$ cat src/rtl/load_seq_ctrl.sv
// load_seq_ctrl: sequencer for every memory load (LB/LBU/LH/LHU/LW/LWL/LWR).
//   - Validates the request, issues one word-aligned bus read (with
//     wait-state stall), aligns/extends the returned word and, for LWL/LWR,
//     drives the external partial-word merge block and captures its output.
// Ports:
//   clk, reset        rising-edge clock, synchronous active-high reset
//   start/op/addr/rt_old  load request from execute (sampled in IDLE only)
//   mem_*             data bus master (read, byteenable, waitrequest, readdata)
//   lr_en/lrmux/masked_data/bout -> merge block, final_data <- merge block
//   busy, done, err, result      status/result to the CPU
// Every output is a flop: the comb process computes the next value of each
// output alongside the next state, and one always_ff registers them.
module load_seq_ctrl (
  input  logic        clk,
  input  logic        reset,
  input  logic        start,
  input  logic [2:0]  op,
  input  logic [31:0] addr,
  input  logic [31:0] rt_old,
  output logic [31:0] mem_address,
  output logic        mem_read,
  output logic [3:0]  mem_byteenable,
  input  logic        mem_waitrequest,
  input  logic [31:0] mem_readdata,
  output logic        lr_en,
  output logic [2:0]  lrmux,
  output logic [31:0] masked_data,
  output logic [31:0] bout,
  input  logic [31:0] final_data,
  output logic        busy,
  output logic        done,
  output logic        err,
  output logic [31:0] result
);

  localparam logic [2:0] OP_LB  = 3'b000, OP_LBU = 3'b001, OP_LH  = 3'b010,
                         OP_LHU = 3'b011, OP_LW  = 3'b100, OP_LWL = 3'b101,
                         OP_LWR = 3'b110;

  typedef enum logic [1:0] {IDLE, REQ, MERGE, DONE} state_t;

  state_t      state_q, state_n;
  logic [2:0]  op_q, op_n;
  logic [1:0]  k_q, k_n;
  logic [31:0] mem_address_n, masked_n, bout_n, result_n;
  logic [3:0]  be_n;
  logic [2:0]  lrmux_n;
  logic        mem_read_n, lr_en_n, busy_n, done_n, err_n;

  function automatic logic [3:0] lane_mask(input logic [2:0] o, input logic [1:0] k);
    case (o)
      OP_LB, OP_LBU: lane_mask = 4'b0001 << k;
      OP_LH, OP_LHU: lane_mask = k[1] ? 4'b1100 : 4'b0011;
      OP_LW:         lane_mask = 4'b1111;
      OP_LWL:        lane_mask = 4'b1111 >> (~k);  // lanes 0..k
      OP_LWR:        lane_mask = 4'b1111 << k;     // lanes k..3
      default:       lane_mask = 4'b0000;
    endcase
  endfunction

  // Little-endian lane extraction; LWL shifts by 3-k (== ~k on 2 bits).
  function automatic logic [31:0] align(input logic [2:0] o, input logic [1:0] k,
                                        input logic [31:0] d);
    logic [4:0]  sh_k, sh_nk;
    logic [7:0]  b;
    logic [15:0] h;
    sh_k  = {k, 3'b000};
    sh_nk = {~k, 3'b000};
    b     = d[sh_k +: 8];
    h     = k[1] ? d[31:16] : d[15:0];
    case (o)
      OP_LB:   align = {{24{b[7]}}, b};
      OP_LBU:  align = {24'h0, b};
      OP_LH:   align = {{16{h[15]}}, h};
      OP_LHU:  align = {16'h0, h};
      OP_LW:   align = d;
      OP_LWL:  align = d << sh_nk;
      OP_LWR:  align = d >> sh_k;
      default: align = 32'h0;
    endcase
  endfunction

  logic req_bad;
  assign req_bad = (op == 3'b111) ||
                   (((op == OP_LH) || (op == OP_LHU)) && addr[0]) ||
                   ((op == OP_LW) && (addr[1:0] != 2'b00));

  always_comb begin
    state_n       = state_q;
    op_n          = op_q;
    k_n           = k_q;
    mem_address_n = mem_address;
    mem_read_n    = mem_read;
    be_n          = mem_byteenable;
    lr_en_n       = 1'b0;
    lrmux_n       = lrmux;
    masked_n      = masked_data;
    bout_n        = bout;
    done_n        = 1'b0;
    err_n         = err;
    result_n      = result;
    case (state_q)
      IDLE: if (start) begin
        op_n          = op;
        k_n           = addr[1:0];
        bout_n        = rt_old;
        mem_address_n = {addr[31:2], 2'b00};
        if (req_bad) begin
          // Rejected up front: no bus cycle, report straight away.
          state_n  = DONE;
          done_n   = 1'b1;
          err_n    = 1'b1;
          result_n = 32'h0;
        end else begin
          state_n    = REQ;
          mem_read_n = 1'b1;
          be_n       = lane_mask(op, addr[1:0]);
        end
      end
      REQ: if (!mem_waitrequest) begin
        // Readdata is only valid in the acceptance cycle, so the aligned
        // word is captured now into the merge-block drive registers.
        state_n    = MERGE;
        mem_read_n = 1'b0;
        be_n       = 4'b0000;
        lr_en_n    = (op_q == OP_LWL) || (op_q == OP_LWR);
        lrmux_n    = {op_q == OP_LWR, k_q};
        masked_n   = align(op_q, k_q, mem_readdata);
      end
      MERGE: begin
        state_n  = DONE;
        done_n   = 1'b1;
        err_n    = 1'b0;
        result_n = lr_en ? final_data : masked_data;
      end
      DONE: state_n = IDLE;
      default: state_n = IDLE;
    endcase
    busy_n = (state_n != IDLE);
  end

  always_ff @(posedge clk) begin
    if (reset) begin
      state_q        <= IDLE;
      op_q           <= 3'b000;
      k_q            <= 2'b00;
      mem_address    <= 32'h0;
      mem_read       <= 1'b0;
      mem_byteenable <= 4'b0000;
      lr_en          <= 1'b0;
      lrmux          <= 3'b000;
      masked_data    <= 32'h0;
      bout           <= 32'h0;
      busy           <= 1'b0;
      done           <= 1'b0;
      err            <= 1'b0;
      result         <= 32'h0;
    end else begin
      state_q        <= state_n;
      op_q           <= op_n;
      k_q            <= k_n;
      mem_address    <= mem_address_n;
      mem_read       <= mem_read_n;
      mem_byteenable <= be_n;
      lr_en          <= lr_en_n;
      lrmux          <= lrmux_n;
      masked_data    <= masked_n;
      bout           <= bout_n;
      busy           <= busy_n;
      done           <= done_n;
      err            <= err_n;
      result         <= result_n;
    end
  end

endmodule

$ cat config.mk
export PLATFORM = sky130hd
export DESIGN_NAME = load_seq_ctrl
export DESIGN_NICKNAME = d
export VERILOG_FILES = /design/src/rtl/load_seq_ctrl.sv
export SDC_FILE = /design/constraint.sdc
export NUM_CORES = 1
export LEC_CHECK = 0
export BUFFER_PORTS_ARGS = -buffer_cell sky130_fd_sc_hd__buf_2
export CORE_MARGIN = 1
export CORE_UTILIZATION = 48
export DETAILED_ROUTE_END_ITERATION = 6
export GPL_ROUTABILITY_DRIVEN = 0
export HOLD_SLACK_MARGIN = 0.06
export PLACE_DENSITY = 0.8
export SYNTH_ARGS = -nofsm -noshare
export SYNTH_HDL_FRONTEND = slang
export SYNTH_SLANG_ARGS = --single-unit
$ cat constraint.sdc
create_clock -name clk -period 2.22 [get_ports clk]
set_input_delay 0.444 -clock clk [delete_from_list [all_inputs] [get_ports clk]]
set_output_delay 0.444 -clock clk [all_outputs]
set_load 0.02 [all_outputs]
Yosys cells after proc, flatten, opt, wreduce, memory -nomap -nowiden
Cells that the tools add are included.
{ "totals": {"regBits": 145, "input_bits": 135, "out_inout_bits": 140, "elab_cells": 90} }
{ "op_classes": {"n_eq_ne": 20, "shift": 6, "muxes": 26, "bitwise": 4, "reduce_logical": 20} }
{ "op_table": {"columns": ["cell", "n"], "rows": [
  ["32-bit case mux with 7 select lines", 1],
  ["32-bit two-way mux", 3],
  ["32-bit case mux with 2 select lines", 1],
  ["32-bit by 6-bit indexed part select with 8-bit output", 1],
  ["32-bit by 5-bit left shift with 32-bit output", 1],
  ["32-bit by 5-bit >> shifter with 32-bit output", 1],
  ["3-bit == test, second input constant", 7],
  ["4-bit case mux with 5 select lines", 1],
  ["16-bit two-way mux", 1],
  ["4-bit two-way mux", 4],
  ["3-bit by 2-bit == test with 1-bit output, second input constant", 4],
  ["2-bit inequality test, second input constant", 4],
  ["2-bit case mux with 4 select lines", 1],
  ["4-bit case mux with 2 select lines", 1],
  ["2-bit nonzero test", 4],
  ["1-bit two-way mux", 7],
  ["3-bit by 1-bit == test with 1-bit output, second input constant", 2],
  ["3-bit zero test", 2],
  ["2-bit two-way mux", 3],
  ["1-bit case mux with 2 select lines", 3],
  ["2-bit == test, second input constant", 2],
  ["1-bit logical OR", 4],
  ["2-bit NOT", 2],
  ["2-bit AND reduction", 2],
  ["other kinds (11)", 14]
]} }

Depth between registers and ports, before layout
Gate-level depths: netlist of the first run.
{ "logic_depth": {"ltp_word": 9, "ltp_mapped": 8, "mapped_depth_nobuf": 5} }

Worst setup path after synthesis of the first run
No wires, ideal clock.
{ "synth_timing": {"kind": "input -> register", "start": "in op[1]", "end": "reg result[10]", "setup_time_ns": 0.125, "t_arrival_ns": 1.640, "required_ns": 2.095, "setup_slack_ns": 0.455, "stages": 7, "path_buffers": 2, "path_cell_list": "clkbuf_1 -> nor2b_1 -> o21ai_1 -> a21boi_1 -> o31ai_4 -> buf_2 -> o2bb2ai_1"} }
{ "synth_via": {"elab_chain_len": 7, "word_cells_on_any_way": 11, "classes_between": "eq/ne: 5; reduce/logical: 6"} }
{ "synth_lines": {"columns": ["element", "line_no", "rtl"], "rows": [
  ["start: declaration", "17", "input logic [2:0] op,"],
  ["3-bit by 2-bit == test with 1-bit output", "85", "(((op == OP_LH) || (op == OP_LHU)) && addr[0]) ||"],
  ["1-bit logical OR", "85", null],
  ["1-bit logical AND", "85", null],
  ["1-bit logical OR", "84", "assign req_bad = (op == 3'b111) ||"],
  ["1-bit logical OR *", "85", null],
  ["2-bit inequality test (no line) *", null, null],
  ["3-bit AND reduction (no line) *", null, null],
  ["end signal: assignment", "172", "result <= result_n;"],
  ["end: declaration", "33", "output logic [31:0] result"]
]} }
Every way passes the cells marked *; elsewhere a longest branch is shown, timed or not.
A chain may end at the register's enable or synchronous reset.

Final worst setup path of the first run
{ "layout_timing": {"start": "reg k_q[0]", "end": "reg masked_data[9]"} }
{ "layout_via": {"elab_chain_len": 3, "word_cells_on_any_way": 5, "classes_between": "shift: 3; mux: 1; bitwise: 1"} }
{ "layout_lines": {"columns": ["element", "line_no", "rtl"], "rows": [
  ["start: declaration", "44", "logic [1:0] k_q, k_n;"],
  ["start signal: assignment", "161", "k_q <= k_n;"],
  ["branches (longest 2 deep; another with 32-bit by 6-bit indexed part select with 8-bit output)", null, null],
  ["32-bit case mux with 7 select lines *", "71", "case (o)"],
  ["end signal: assignment", "167", "masked_data <= masked_n;"],
  ["end: declaration", "27", "output logic [31:0] masked_data,"]
]} }
Every way passes the cells marked *.

==> flow_metrics.env, run 1 <==
export IMPL_min_period_over_period_pct=89.90
export IMPL_synthCells=771
export IMPL_synth_common_cells="nand2_1, dfxtp_1, a21oi_1, mux2i_1, clkbuf_1"
export IMPL_via_count=6770
export IMPL_powerDensity_nw_per_um2=770.3
export IMPL_relSlewSlack_pct=29.90
export IMPL_max_cap_violations=0
export IMPL_clk_path_buf_depth=2
export IMPL_hp_class="input pin to register"
export IMPL_synthTopCellsByArea="dfxtp_1, nand2_1, a21oi_1"
export IMPL_rsz0062_at_grt="false"
export IMPL_syn_area_per_cell_um2=8.585
export IMPL_grt_max_degree=103
export IMPL_clock_sinks=145
export IMPL_ant_nets=0
export IMPL_wl_mm=20.51
export IMPL_placed_cells=1183
export IMPL_antenna_found_initial=0
export IMPL_drv_slew=0
export IMPL_drcViolationCount=0
export IMPL_clk_latency_ns=0.43
export IMPL_dp_hpwl_mm=14.22
export IMPL_fill_cells=1172
export IMPL_endpoint_kind="register"
export IMPL_die_w_um=119.4
export IMPL_cp_buffers_inverters=1
export IMPL_final_cell_count_no_fill=1214
export IMPL_synth_seq_cells=145
export IMPL_die_area_um2=14260
export IMPL_cts_resized=0
export IMPL_crit_required_ns=2.50
export IMPL_critPathTopFamily="compound AO/OA/AOI/OAI gates"
export IMPL_fmax_ghz=0.5011
export IMPL_crit_reg2reg_launch="k_q[0]$_SDFFE_PP0P_"
export IMPL_p_leak_nw=3.806
export IMPL_power_w=0.006705
export IMPL_status="finished clean"
export IMPL_yosysMostFrequentCell="nand2_1"
export IMPL_io_buffers=272
export IMPL_area_delta_synth_final_pct=31.51
export IMPL_htree_levels=4
export IMPL_slowest_stage="dfxtp_1"
export IMPL_synth_cell_types=57
export IMPL_synth_edff_count=0
export IMPL_synth_seq_area_share_pct=43.86
export IMPL_start_kind="register"
export IMPL_fin_nets=1161
export IMPL_skew_ns=0.007832
export IMPL_regArea_um2=2904
export IMPL_cts_hold_buf=0
export IMPL_coreArea_um2=13350
export IMPL_worstSetupPathType="register to register"
export IMPL_grt_util_all_layers_pct=28.75
export IMPL_synth_ff_type="dfxtp_1"
export IMPL_cpMostUsedCell="a221oi_1"
export IMPL_timing_hold_ws_ns=0.2432
export IMPL_synthArstFlopShare_pct=0
export IMPL_grt_pass1_wl_mm=32.15
export IMPL_multi_input_area_um2=3383
export IMPL_setup_violations=0
export IMPL_cts_root_buffer="clkbuf_16"
export IMPL_arrival_ns=2.28
export IMPL_post_cts_setup_buffers=0
export IMPL_synth_top_area_share_pct=43.86
export IMPL_vias_per_cell=5.577
export IMPL_ios=275
export IMPL_hold_viol_final=0
export IMPL_worst_pin_slew_ns=1.048
export IMPL_worstPathCellList="buf_4 > mux2_2 > nor2b_1 > a221o_1 > a221oi_1 > a221oi_1"
export IMPL_ir_drop_mv=0.5895
export IMPL_yosysWarnings=0
export IMPL_fin_tns_setup_ns=0
export IMPL_cts_clk_slew_worst_paths_ns=0.07
export IMPL_numCtsBuffers=17
export IMPL_grt_pass1_vias=6373
export IMPL_cts_tree="built"
export IMPL_die_h_um=119.4
export IMPL_cp_startpoint="k_q[0]$_SDFFE_PP0P_"
export IMPL_rows=42
export IMPL_drt_wirelength_per_cell_um=16.90
export IMPL_synth_top_area_cell="dfxtp_1"
export IMPL_drive_gt1_share_pct=34.68
export IMPL_firstDrtPassIters=7
export IMPL_cpPeakStageDelay_ns=0.40
export IMPL_antenna_cells=0
export IMPL_dr_first_iter_drc_count=547
export IMPL_start_util_pct=49.59
export IMPL_critPathMaxFanout=16
export IMPL_hp_start="addr[17]"
export IMPL_fin_crit_ns=1.996
export IMPL_overflow=0
export IMPL_syn_area_um2=6619
==> metal layers <==
| metal | vias to the layer above | part of all wire, % | track usage [%] |
|---|---|---|---|
| li1 | 3275 | - | - |
| met1 | 3128 | 40 | 33.93 |
| met2 | 327 | 49 | 47.86 |
| met3 | 40 | 9.1 | 8.142 |
| met4 | 0 | 2.7 | 13.98 |
| met5 | - | 0 | 0 |
==> cell type report <==
type / instances / share of cell area (%)
clock buffer: 19 / 5.088
clock inverter: 12 / 1.164
inverter: 3 / 0.1294
multi-input combinational: 555 / 38.87
sequential: 145 / 33.36
tap: 176 / 2.530
timing repair buffer: 304 / 18.86
==> worst paths after layout <==
kind                                   to  slack [ns]  cells after the start
max           masked_data[9]$_SDFFE_PP0P_        0.22                      6
min          mem_address[17]$_SDFFE_PP0P_        0.24                      3
max reg2reg   masked_data[9]$_SDFFE_PP0P_        0.22                      6
min reg2reg  mem_address[29]$_SDFFE_PP0P_        0.45                      2
==> metrics by stage <==
step	instance area [um2]	utilization, %	worst slack [ns]
2_1_floorplan	6623	-	0.4549
3_3_place_gp	8160	61.14	0.3171
3_5_place_dp	8160	61.14	0.2441
4_1_cts	8705	65.21	0.2624
5_1_grt	8705	65.21	0.1566
6_report	8705	65.21	0.2243
==> layout by cell type (no fill, tap or decap), drive strengths merged, types with 3 or more instances in the layout <==
cell type    n
buf        304
nand2      197
dfxtp      145
a21oi       88
mux2i       43
o2bb2ai     32
a221oi      21
clkbuf      19
nor2b       18
nor2        18
o21ai       17
nand3       16
a222oi      16
mux2         9
inv          9
a22oi        8
a22o         7
a221o        6
a211oi       6
nor3         6
nand2b       6
nor3b        5
o31ai        4
clkinv       4
o22ai        3
a21boi       3
and2         3
==> sequential cells by signal, summed over array words and instances, names as in the netlist, 2 cells and up <==
name,count
op_q,3
masked_data,32
k_q,2
state_q,2
mem_address,30
bout,32
result,32
mem_byteenable,4
lrmux,3
==> worst reg2reg max path, stage by stage (launching register included) <==
cell      delay (ns)
dfxtp_1         0.40
buf_4           0.27
mux2_2          0.37
nor2b_1         0.13
a221o_1         0.28
a221oi_1        0.28
a221oi_1        0.13
==> kinds of logic after synthesis <==
| family | Yosys count | synth area share (%) |
|---|---|---|
| AOI/OAI and AO/OA | 221 | 23.70 |
| DFF | 145 | 43.86 |
| xor gates and xnor gates | 1 | 0.1323 |
| and+or+nand+nor | 278 | 18.73 |
| other | 1 | 0.05666 |
| muxes | 53 | 8.374 |
| buffers and inverters | 72 | 5.142 |
==> report_power, final <==
part           switching [W]  internal [W]
clock                0.00117       0.00148
combinational       0.000754      0.000457
sequential          0.000101       0.00274
total                0.00203       0.00468
Power figures use the tool's default switching activity.
==> run 2: changes to the inputs <==
--- a/config.mk
+++ b/config.mk
@@ -12,6 +12,7 @@
 export GPL_ROUTABILITY_DRIVEN = 0
 export HOLD_SLACK_MARGIN = 0.06
 export PLACE_DENSITY = 0.8
+export RECOVER_POWER = 25
 export SYNTH_ARGS = -nofsm -noshare
 export SYNTH_HDL_FRONTEND = slang
 export SYNTH_SLANG_ARGS = --single-unit
==> run 2 against run 1 <==
  * Flip-flop and latch count is the same
  * First-iteration DRC count grew 2.9%
  * Count of clock-buffer cells in the layout is the same
  * Setup slack gained 0.0073 ns
  * Cell count is the same
  * Largest cell class unchanged
==> flow_metrics.env, run 2 (synthesized netlist as in run 1, its figures left out) <==
export IMPL_status="finished clean"
export IMPL_r2r_end="masked_data[9]$_SDFFE_PP0P_"
export IMPL_hp_start="addr[17]"
export IMPL_antenna_cells=0
export IMPL_grt_pass1_vias=6373
export IMPL_fin_crit_ns=1.988
export IMPL_rows=42
export IMPL_antenna_found_initial=0
export IMPL_worst_pin_slew_ns=1.086
export IMPL_cts_hold_buf=0
export IMPL_powerDensity_nw_per_um2=775.6
export IMPL_endpoint_kind="register"
export IMPL_cts_clk_slew_worst_paths_ns=0.07
export IMPL_grt_max_degree=103
export IMPL_worstSetupPathType="register to register"
export IMPL_cts_root_buffer="clkbuf_16"
export IMPL_coreArea_um2=13350
export IMPL_clkPwrFrac_pct=39.6
export IMPL_vias_per_cell=5.619
export IMPL_reg2reg_depth=6
export IMPL_numCtsBuffers=17
export IMPL_p_sw_w=0.002024
export IMPL_drt_wirelength_per_cell_um=16.84
export IMPL_final_cell_mix="buf_2, nand2_1, dfxtp_1"
export IMPL_ant_nets=0
export IMPL_die_w_um=119.4
export IMPL_skew_ns=0.007477
export IMPL_layout_commonest_cell="buf_2"
export IMPL_clock_sinks=145
export IMPL_rsz0062_at_grt="false"
export IMPL_fin_tns_setup_ns=0
export IMPL_dp_hpwl_mm=14.22
export IMPL_switching_share_pct=30.29
export IMPL_hp_class="input pin to register"
export IMPL_grtUsageMet3_pct=8.142
export IMPL_drcViolationCount=0
export IMPL_post_cts_setup_buffers=0
export IMPL_start_kind="register"
export IMPL_start_util_pct=49.59
export IMPL_firstDrtPassIters=7
export IMPL_internal_power_w=0.004659
export IMPL_fmax_ghz=0.5029
export IMPL_fin_nets=1161
export IMPL_reg_top3="bout: 32 flops, masked_data: 32 flops, result: 32 flops"
export IMPL_cts_resized=0
export IMPL_wl_mm=20.44
export IMPL_drive_gt1_share_pct=28.42
export IMPL_drv_slew=0
export IMPL_ir_drop_mv=0.5910
export IMPL_htree_levels=4
export IMPL_ios=275
export IMPL_max_cap_violations=0
export IMPL_seqPwrFrac_pct=42.6
export IMPL_via_count=6822
export IMPL_die_h_um=119.4
export IMPL_hold_viol_final=0
export IMPL_arrival_ns=2.27
export IMPL_grt_pass1_wl_mm=32.15
export IMPL_crit_reg2reg_launch="k_q[0]$_SDFFE_PP0P_"
export IMPL_fill_cells=1203
export IMPL_met2_usage_pct=47.86
export IMPL_min_period_over_period_pct=89.57
export IMPL_critPathMaxFanout=16
export IMPL_relSlewSlack_pct=27.31
export IMPL_dr_first_iter_drc_count=563
export IMPL_io_buffers=272
export IMPL_cts_tree="built"
export IMPL_grt_use_met1_pct=33.93
export IMPL_hold_path_depth=3
export IMPL_p_leak_nw=3.537
export IMPL_grt_util_all_layers_pct=28.75
export IMPL_r2r_slack_ns=0.23
export IMPL_grt_busiest_layer="met2"
export IMPL_timing_hold_ws_ns=0.2451
export IMPL_die_area_um2=14260
export IMPL_setup_violations=0
export IMPL_overflow=0
export IMPL_area_delta_synth_final_pct=30.19
export IMPL_pwr_share_comb_pct=17.8
export IMPL_crit_required_ns=2.50
export IMPL_clk_path_buf_depth=2
export IMPL_holdPathEnd="mem_address[17]$_SDFFE_PP0P_"
export IMPL_clk_latency_ns=0.43
-- run 2: worst max path at each step --
stage	startpoint	cells after the start	to	slack, ns
3_3_place_gp	mem_waitrequest	6	mem_byteenable[2]$_SDFFE_PP0P_	0.32
4_1_cts	k_q[0]$_SDFFE_PP0P_	6	masked_data[9]$_SDFFE_PP0P_	0.26
3_5_place_dp	op[1]	7	result[6]$_SDFFE_PP0P_	0.24
6_report	k_q[0]$_SDFFE_PP0P_	6	masked_data[9]$_SDFFE_PP0P_	0.23
2_1_floorplan	op[1]	7	result[10]$_SDFFE_PP0P_	0.45
5_1_grt	k_q[0]$_SDFFE_PP0P_	6	masked_data[9]$_SDFFE_PP0P_	0.16
-- run 2: layer usage --
layer	vias to the layer above	wire, um	share of wire (%)
met2	332	9868	48
met4	0	637	3.1
li1	3277	-	-
met3	47	1862	9.1
met5	-	0	0
met1	3166	8071	39
-- run 2: stage by stage --
step	utilization (%)	cells	setup slack, ns	instance area (um2)	power [W]
2_1_floorplan	-	772	0.4549	6623	0.003645
3_3_place_gp	61.14	1183	0.3171	8160	0.004079
3_5_place_dp	61.14	1183	0.2441	8160	0.004097
4_1_cts	65.21	1214	0.2624	8705	0.006736
5_1_grt	64.56	1214	0.1566	8617	0.006960
6_report	64.56	1214	0.2316	8617	0.006683
-- run 2: area by class of cell --
class                           count  area [um2]  area share (%)
Clock buffer                       19       442.9           5.140
Clock inverter                     12       101.3           1.176
Inverter                            3       11.26          0.1307
Multi-Input combinational cell    555        3376           39.18
Sequential cell                   145        2904           33.70
Tap cell                          176       220.2           2.556
Timing Repair Buffer              304        1562           18.12
-- run 2: power by group through the flow --
stage | sequential, W | clock [W] | combinational (W)
floorplan | 0.00303 | 0 | 0.000612
global placement | 0.00290 | 0 | 0.00118
detailed placement | 0.00290 | 0 | 0.00120
CTS | 0.00284 | 0.00269 | 0.00120
global route | 0.00286 | 0.00280 | 0.00129
finish | 0.00285 | 0.00265 | 0.00119
-- run 2: worst max-delay path, cell delays in order, from the launching register on --
cell	delay (ns)
dfxtp_1	0.40
buf_4	0.27
mux2_2	0.37
nor2b_1	0.13
a221o_1	0.28
a221oi_1	0.28
a221oi_1	0.13
